===== src/rtl/spi_flash_pkg.sv =====
// Shared opcodes, widths, state encoding and JEDEC byte selector for the SPI flash responder.
package spi_flash_pkg;

    localparam int unsigned BYTE_W    = 8;
    localparam int unsigned ADDR_BITS = 24;
    localparam int unsigned CNT_W     = 5;

    localparam logic [BYTE_W-1:0] CMD_READ      = 8'h03;
    localparam logic [BYTE_W-1:0] CMD_FAST_READ = 8'h0B;
    localparam logic [BYTE_W-1:0] CMD_RDID      = 8'h9F;

    typedef enum logic [2:0] {
        ST_IDLE,
        ST_CMD,
        ST_ADDR,
        ST_DUMMY,
        ST_DATA,
        ST_ID,
        ST_IGNORE
    } state_t;

    // Select one of the three ID bytes (MSB byte first); anything past the ID reads as zero.
    function automatic logic [BYTE_W-1:0] id_byte(input logic [23:0] id, input logic [1:0] idx);
        case (idx)
            2'd0:    id_byte = id[23:16];
            2'd1:    id_byte = id[15:8];
            2'd2:    id_byte = id[7:0];
            default: id_byte = 8'h00;
        endcase
    endfunction

endpackage


===== src/rtl/spi_sync_edge.sv =====
// Two-flop synchronizer for an asynchronous input plus rise/fall detection on the synchronized level.
module spi_sync_edge (
    input  logic clk,
    input  logic resetn,
    input  logic din,
    output logic rise_c,
    output logic fall_c
);

    logic meta;
    logic sync;
    logic prev;

    // Synchronizer chain with one extra stage for edge detection; idles low.
    always_ff @(posedge clk or negedge resetn) begin
        if (!resetn) begin
            meta <= 1'b0;
            sync <= 1'b0;
            prev <= 1'b0;
        end else begin
            meta <= din;
            sync <= meta;
            prev <= sync;
        end
    end

    assign rise_c = sync & ~prev;
    assign fall_c = ~sync & prev;

endmodule


===== src/rtl/spi_flash_responder.sv =====
// SPI (mode 0) flash-read responder: READ, FAST READ and JEDEC ID, served from a byte memory.
module spi_flash_responder
    import spi_flash_pkg::*;
#(
    parameter int unsigned ADDR_W   = 16,
    parameter logic [23:0] JEDEC_ID = 24'hEF4016
) (
    input  logic              clk,
    input  logic              resetn,
    input  logic              spi_clk,
    input  logic              spi_cs_n,
    input  logic              spi_mosi,
    output logic              spi_miso,
    output logic              miso_oe,
    output logic [ADDR_W-1:0] mem_addr,
    output logic              mem_rd,
    input  logic [7:0]        mem_rdata
);

    logic              sclk_rise_c;
    logic              sclk_fall_c;
    logic              cs_meta;
    logic              cs_s;
    logic              mosi_meta;
    logic              mosi_s;
    logic [1:0]        sync_ok;
    logic              armed;

    state_t            state;
    logic [CNT_W-1:0]  bit_cnt;
    logic [ADDR_BITS-2:0] in_sh;
    logic              fast;
    logic [BYTE_W-1:0] sh_out;
    logic [BYTE_W-1:0] pf_buf;
    logic              rd_q;
    logic              rd_to_sh;
    logic [1:0]        id_idx;

    spi_sync_edge u_sclk_sync (
        .clk    (clk),
        .resetn (resetn),
        .din    (spi_clk),
        .rise_c (sclk_rise_c),
        .fall_c (sclk_fall_c)
    );

    // cs_n/mosi synchronizers; arm only once cs_n has really been seen high after reset.
    always_ff @(posedge clk or negedge resetn) begin
        if (!resetn) begin
            cs_meta   <= 1'b1;
            cs_s      <= 1'b1;
            mosi_meta <= 1'b0;
            mosi_s    <= 1'b0;
            sync_ok   <= 2'b00;
            armed     <= 1'b0;
        end else begin
            cs_meta   <= spi_cs_n;
            cs_s      <= cs_meta;
            mosi_meta <= spi_mosi;
            mosi_s    <= mosi_meta;
            sync_ok   <= {sync_ok[0], 1'b1};
            if (sync_ok[1] && cs_s) begin
                armed <= 1'b1;
            end
        end
    end

    // Transaction FSM: command decode, address capture, memory read/prefetch and MISO shifting.
    always_ff @(posedge clk or negedge resetn) begin
        if (!resetn) begin
            state    <= ST_IDLE;
            bit_cnt  <= '0;
            in_sh    <= '0;
            fast     <= 1'b0;
            sh_out   <= '0;
            pf_buf   <= '0;
            rd_q     <= 1'b0;
            rd_to_sh <= 1'b0;
            id_idx   <= 2'd0;
            spi_miso <= 1'b0;
            miso_oe  <= 1'b0;
            mem_addr <= '0;
            mem_rd   <= 1'b0;
        end else begin
            mem_rd <= 1'b0;
            rd_q   <= mem_rd;
            if (state != ST_IDLE && cs_s) begin
                // Deselect aborts everything, including a read still in flight.
                state    <= ST_IDLE;
                bit_cnt  <= '0;
                rd_q     <= 1'b0;
                spi_miso <= 1'b0;
                miso_oe  <= 1'b0;
            end else begin
                case (state)
                    ST_IDLE: begin
                        spi_miso <= 1'b0;
                        miso_oe  <= 1'b0;
                        if (armed && !cs_s) begin
                            state   <= ST_CMD;
                            bit_cnt <= '0;
                        end
                    end
                    ST_CMD: begin
                        if (sclk_rise_c) begin
                            in_sh <= {in_sh[ADDR_BITS-3:0], mosi_s};
                            if (bit_cnt == CNT_W'(BYTE_W - 1)) begin
                                bit_cnt <= '0;
                                fast    <= ({in_sh[6:0], mosi_s} == CMD_FAST_READ);
                                case ({in_sh[6:0], mosi_s})
                                    CMD_READ, CMD_FAST_READ: state <= ST_ADDR;
                                    CMD_RDID: begin
                                        state   <= ST_ID;
                                        sh_out  <= id_byte(JEDEC_ID, 2'd0);
                                        id_idx  <= 2'd1;
                                        miso_oe <= 1'b1;
                                    end
                                    default: state <= ST_IGNORE;
                                endcase
                            end else begin
                                bit_cnt <= bit_cnt + CNT_W'(1);
                            end
                        end
                    end
                    ST_ADDR: begin
                        if (sclk_rise_c) begin
                            in_sh <= {in_sh[ADDR_BITS-3:0], mosi_s};
                            if (bit_cnt == CNT_W'(ADDR_BITS - 1)) begin
                                bit_cnt  <= '0;
                                mem_addr <= ADDR_W'({in_sh, mosi_s});
                                if (fast) begin
                                    state <= ST_DUMMY;
                                end else begin
                                    state    <= ST_DATA;
                                    mem_rd   <= 1'b1;
                                    rd_to_sh <= 1'b1;
                                    miso_oe  <= 1'b1;
                                end
                            end else begin
                                bit_cnt <= bit_cnt + CNT_W'(1);
                            end
                        end
                    end
                    ST_DUMMY: begin
                        if (sclk_rise_c) begin
                            if (bit_cnt == CNT_W'(BYTE_W - 1)) begin
                                bit_cnt  <= '0;
                                state    <= ST_DATA;
                                mem_rd   <= 1'b1;
                                rd_to_sh <= 1'b1;
                                miso_oe  <= 1'b1;
                            end else begin
                                bit_cnt <= bit_cnt + CNT_W'(1);
                            end
                        end
                    end
                    ST_DATA: begin
                        // First read fills the shift register and chains the prefetch; later ones fill the buffer.
                        if (rd_q) begin
                            if (rd_to_sh) begin
                                sh_out   <= mem_rdata;
                                mem_addr <= mem_addr + ADDR_W'(1);
                                mem_rd   <= 1'b1;
                                rd_to_sh <= 1'b0;
                            end else begin
                                pf_buf <= mem_rdata;
                            end
                        end
                        if (sclk_fall_c) begin
                            spi_miso <= sh_out[BYTE_W-1];
                        end
                        if (sclk_rise_c) begin
                            if (bit_cnt == CNT_W'(BYTE_W - 1)) begin
                                bit_cnt  <= '0;
                                sh_out   <= pf_buf;
                                mem_addr <= mem_addr + ADDR_W'(1);
                                mem_rd   <= 1'b1;
                                rd_to_sh <= 1'b0;
                            end else begin
                                bit_cnt <= bit_cnt + CNT_W'(1);
                                sh_out  <= {sh_out[BYTE_W-2:0], 1'b0};
                            end
                        end
                    end
                    ST_ID: begin
                        if (sclk_fall_c) begin
                            spi_miso <= sh_out[BYTE_W-1];
                        end
                        if (sclk_rise_c) begin
                            if (bit_cnt == CNT_W'(BYTE_W - 1)) begin
                                bit_cnt <= '0;
                                sh_out  <= id_byte(JEDEC_ID, id_idx);
                                if (id_idx != 2'd3) begin
                                    id_idx <= id_idx + 2'd1;
                                end
                            end else begin
                                bit_cnt <= bit_cnt + CNT_W'(1);
                                sh_out  <= {sh_out[BYTE_W-2:0], 1'b0};
                            end
                        end
                    end
                    ST_IGNORE: begin
                        miso_oe  <= 1'b0;
                        spi_miso <= 1'b0;
                    end
                    default: state <= ST_IDLE;
                endcase
            end
        end
    end

endmodule


===== config.mk =====
export PLATFORM = sky130hd
export DESIGN_NAME = spi_flash_responder
export DESIGN_NICKNAME = d
export VERILOG_FILES = /design/src/rtl/spi_flash_pkg.sv /design/src/rtl/spi_sync_edge.sv /design/src/rtl/spi_flash_responder.sv
export SDC_FILE = /design/constraint.sdc
export NUM_CORES = 1
export LEC_CHECK = 0
export ABC_CLOCK_PERIOD_IN_PS = 2000
export BUFFER_PORTS_ARGS = -buffer_cell sky130_fd_sc_hd__clkbuf_2
export CAP_MARGIN = 40
export CORE_MARGIN = 2
export CORE_UTILIZATION = 45
export CTS_CLUSTER_SIZE = 8
export DETAILED_ROUTE_END_ITERATION = 8
export GPL_TIMING_DRIVEN = 0
export PLACE_DENSITY = 0.66
export SETUP_SLACK_MARGIN = 0.2
export SYNTH_ARGS = -nofsm -noshare
export SYNTH_HDL_FRONTEND = slang
export SYNTH_SLANG_ARGS = --single-unit
export TNS_END_PERCENT = 100

===== constraint.sdc =====
create_clock -name clk -period 2 [get_ports clk]
set_clock_uncertainty 0.05 [all_clocks]
set_input_delay 0.3 -clock clk [delete_from_list [all_inputs] [get_ports clk]]
set_output_delay 0.3 -clock clk [all_outputs]
set_load 0.01 [all_outputs]

==> summary.txt <==
Timing
  • Min Tclk post-route: 2000 ps
  • Final Hold Fails: 0
  • Fmax: 501 MHz
  • Hold_ws: 133 ps
  • RSZ-0062 raised after global routing: yes
  • Final Slew Violations: 0
  • Final Setup Violations: 0
  • Final period util: 0.999
  • Final worst slack: 2.48 ps

Yosys
  • Post-synth EDFFs: 0
  • Mean Syn Cell Area: 9.76 sq um
  • Synth Register Bits: 73
  • Yosys cell types: 62
  • Synthesized area: 3950 sq um
  • Top cell type's share of synthesized area: 0.450
  • Largest area contributor in the netlist: dfrtp_1
  • Sequential-to-total area share from yosys stat: 0.463
  • Synthesis warning total: 0
  • Dominant synthesized flop cell: dfrtp_1
  • Asr flop ratio synth: 1.00
  • Net Count, Synth: 425
  • Cells after Synth: 405
  • Area contributors post-synth: dfrtp_1 (45%), mux2_2 (7.4%), a21oi_1 (3.9%)

Finish
  • Share of layout cells above drive strength 1: 0.430
  • Non-Filler Instances: 615
  • Fin util: 0.650
  • Final nets: 522
  • Area Growth Syn to Fin: 42.0%
  • Fill cell count: 673
  • # diodes: 0

Run
  • Max-cap violations: 0

Drt
  • Via density: 6.22
  • DRC errors left: 0
  • First-pass DRT Iterations: 5
  • WL per Instance: 19.4 um
  • WL final: 11,900 um
  • Final ANT Viol Nets: 0
  • Drt initial violations: 282
  • Via count: 3,825

Global routing
  • First-pass GRT wire length: 17,800 um
  • Total grt overflow: 0
  • Vias in the first global route: 3,494
  • Largest net degree at the start of global routing: 50
  • Tot GR Track Use: 0.231
  • Initial antenna violation count: 0

Clocking
  • CTS tree: done
  • Clock Pin Slew Worst Setup and Hold Paths: 90 ps
  • Max clock buf depth: 2
  • H-Tree Depth: 3
  • CTS sink count: 73
  • Clock root cell: clkbuf_8
  • Clk_lat worst skew: 370 ps
  • Cts bufs inserted: 9

Die
  • Die area: 9550 sq um
  • Num ports: 32
  • Cell row count: 34
  • Die H: 97.7 um
  • Die X: 97.7 um
  • Core Box Area: 8640 sq um
  • Initial core utilization: 0.458

Setup path
  • Crit path arrival time: 2240 ps
  • Nature of the critical path endpoint: flop
  • CP required: 2240 ps
  • CP startpoint kind: flop
  • Crit Path Class: flop to flop
  • Crit path max fanout: 5

Run status
  • Run status: complete, no violations

Power and ir drop
  • Leakage power: 2.47 nW
  • PD cells: 1270 nW/um^2
  • Peak supply drop: 0.549 mV

Min path
  • HP Class: primary input to flop

Placement
  • Placer Congestion: 0.912
  • Port-buffer cells: 31
  • Post-Place Worst Slack: -365 ps
  • Placed insts: 545
  • Post-DP HPWL: 6890 um
[through the flow]
step,instance area (sq um),setup TNS [ps],total power [mW]
after floorplan,4020,0,3.80
after global placement,4310,-13870,4.45
after detailed placement,4340,-9290,4.49
after CTS,5130,0,6.39
after global routing,5610,-159,7.45
final,5610,0,7.10
[registers in the layout, summed over array words and instances, names as in the netlist, 2 cells and up]
register	count
in_sh	15
sync_ok	2
id_idx	2
bit_cnt	5
mem_addr	16
sh_out	8
state	3
pf_buf	8
[worst max-delay path, stage by stage, from the launching register on]
cell and delay (ps):
dfrtp_1 390, buf_6 120, and4bb_4 360, a21boi_4 90, or4_4 470, o311a_1 320, a211oi_2 140
[where the power goes]
part / switching (mW) / total, mW / internal, mW
clock: 0.598 / 1.30 / 0.707
sequential: 0.413 / 2.24 / 1.83
combinational: 1.85 / 3.55 / 1.70
[synth_stat cells (all sizes together) (3+ instances only)]
library cell  instances
o21ai                15
nor3                  7
o32ai                 3
a2bb2oi               5
nor2b                 6
o22ai                10
mux2i                 5
inv                  10
nand4                12
nor4b                 3
o32a                  5
a31oi                 4
o211ai                6
nand3                11
nor2                 36
nand2b                6
mux2                 26
a311oi                5
a21oi                31
dfrtp                71
and2                  3
a211oi                5
ha                    7
clkbuf               16
o31ai                 5
nand2                38
a21o                  4
buf                   9
[kinds of logic (layout without fill, tap and decap cells)]
| kind of cell | Yosys count | after routing | synth area share |
|---|---|---|---|
| simple gates | 141 | 141 | 0.188 |
| compound gates | 116 | 117 | 0.201 |
| mux | 31 | 31 | 0.0867 |
| other cells | 1 | 1 | 0.000949 |
| buf+inv | 35 | 136 | 0.0364 |
| flops | 73 | 73 | 0.463 |
| xor+xnor | 1 | 1 | 0.00222 |
| fa+ha+maj | 7 | 7 | 0.0222 |
[timing repair]
action | CTS | global route
hold endpoints to repair | 25 | 0
hold buffers | 4 | 0
setup buffers | 31 | 17
endpoints found under the setup margin | 61 | 56
gates cloned | 2 | 1
gates resized for setup | 66 | 90
pin swaps | 20 | 30
[cell type report]
type	count	area, sq um	share of cell area
multi-input cells	298	2470	0.440
clock buffers	10	128	0.0227
flip-flops and latches	73	1830	0.327
plain buffers	24	221	0.0394
repair buffers	86	696	0.124
inverters	10	37.5	0.00669
clock inverters	6	90.1	0.0160
well taps	108	135	0.0241
[layout by cell type (no fill, tap or decap), drive strengths merged, types with 6 or more instances in the layout]
master	Yosys	final
nand2	38	38
o22ai	10	11
dfrtp	71	71
mux2	26	26
nor2b	6	6
nand2b	6	6
ha	7	7
inv	10	11
o21ai	15	15
nand4	12	12
buf	9	66
clkbuf	16	50
a21oi	31	31
nor3	7	7
o211ai	6	6
nor2	36	36
nand3	11	11
[worst paths after layout]
check | from | to | slack (ps) | depth (start not counted)
setup / recovery | bit_cnt[4]$_DFFE_PN0P_ | mem_addr[15]$_DFFE_PN0P_ | 2 | 6
hold reg to reg | sync_ok[0]$_DFF_PN0_ | sync_ok[1]$_DFF_PN0_ | 300 | 0
hold / removal | mem_rdata[5] | pf_buf[5]$_DFFE_PN0P_ | 130 | 2
max in group asynchronous | resetn | mem_addr[3]$_DFFE_PN0P_ | 960 | 3
setup reg to reg | bit_cnt[4]$_DFFE_PN0P_ | mem_addr[15]$_DFFE_PN0P_ | 2 | 6
min in group asynchronous | resetn | pf_buf[6]$_DFFE_PN0P_ | 360 | 2
[metal layers]
| layer | GRT usage | part of all wire | wire length [um] | vias up |
|---|---|---|---|---|
| met1 | 0.314 | 0.41 | 4880 | 1909 |
| met4 | 0.0951 | 0.031 | 365 | 0 |
| met2 | 0.373 | 0.49 | 5860 | 165 |
| met5 | 0 | 0 | 0 | - |
| met3 | 0.0317 | 0.067 | 792 | 37 |
| li1 | - | - | - | 1714 |
No activity file was read; power rests on OpenSTA's default activity.
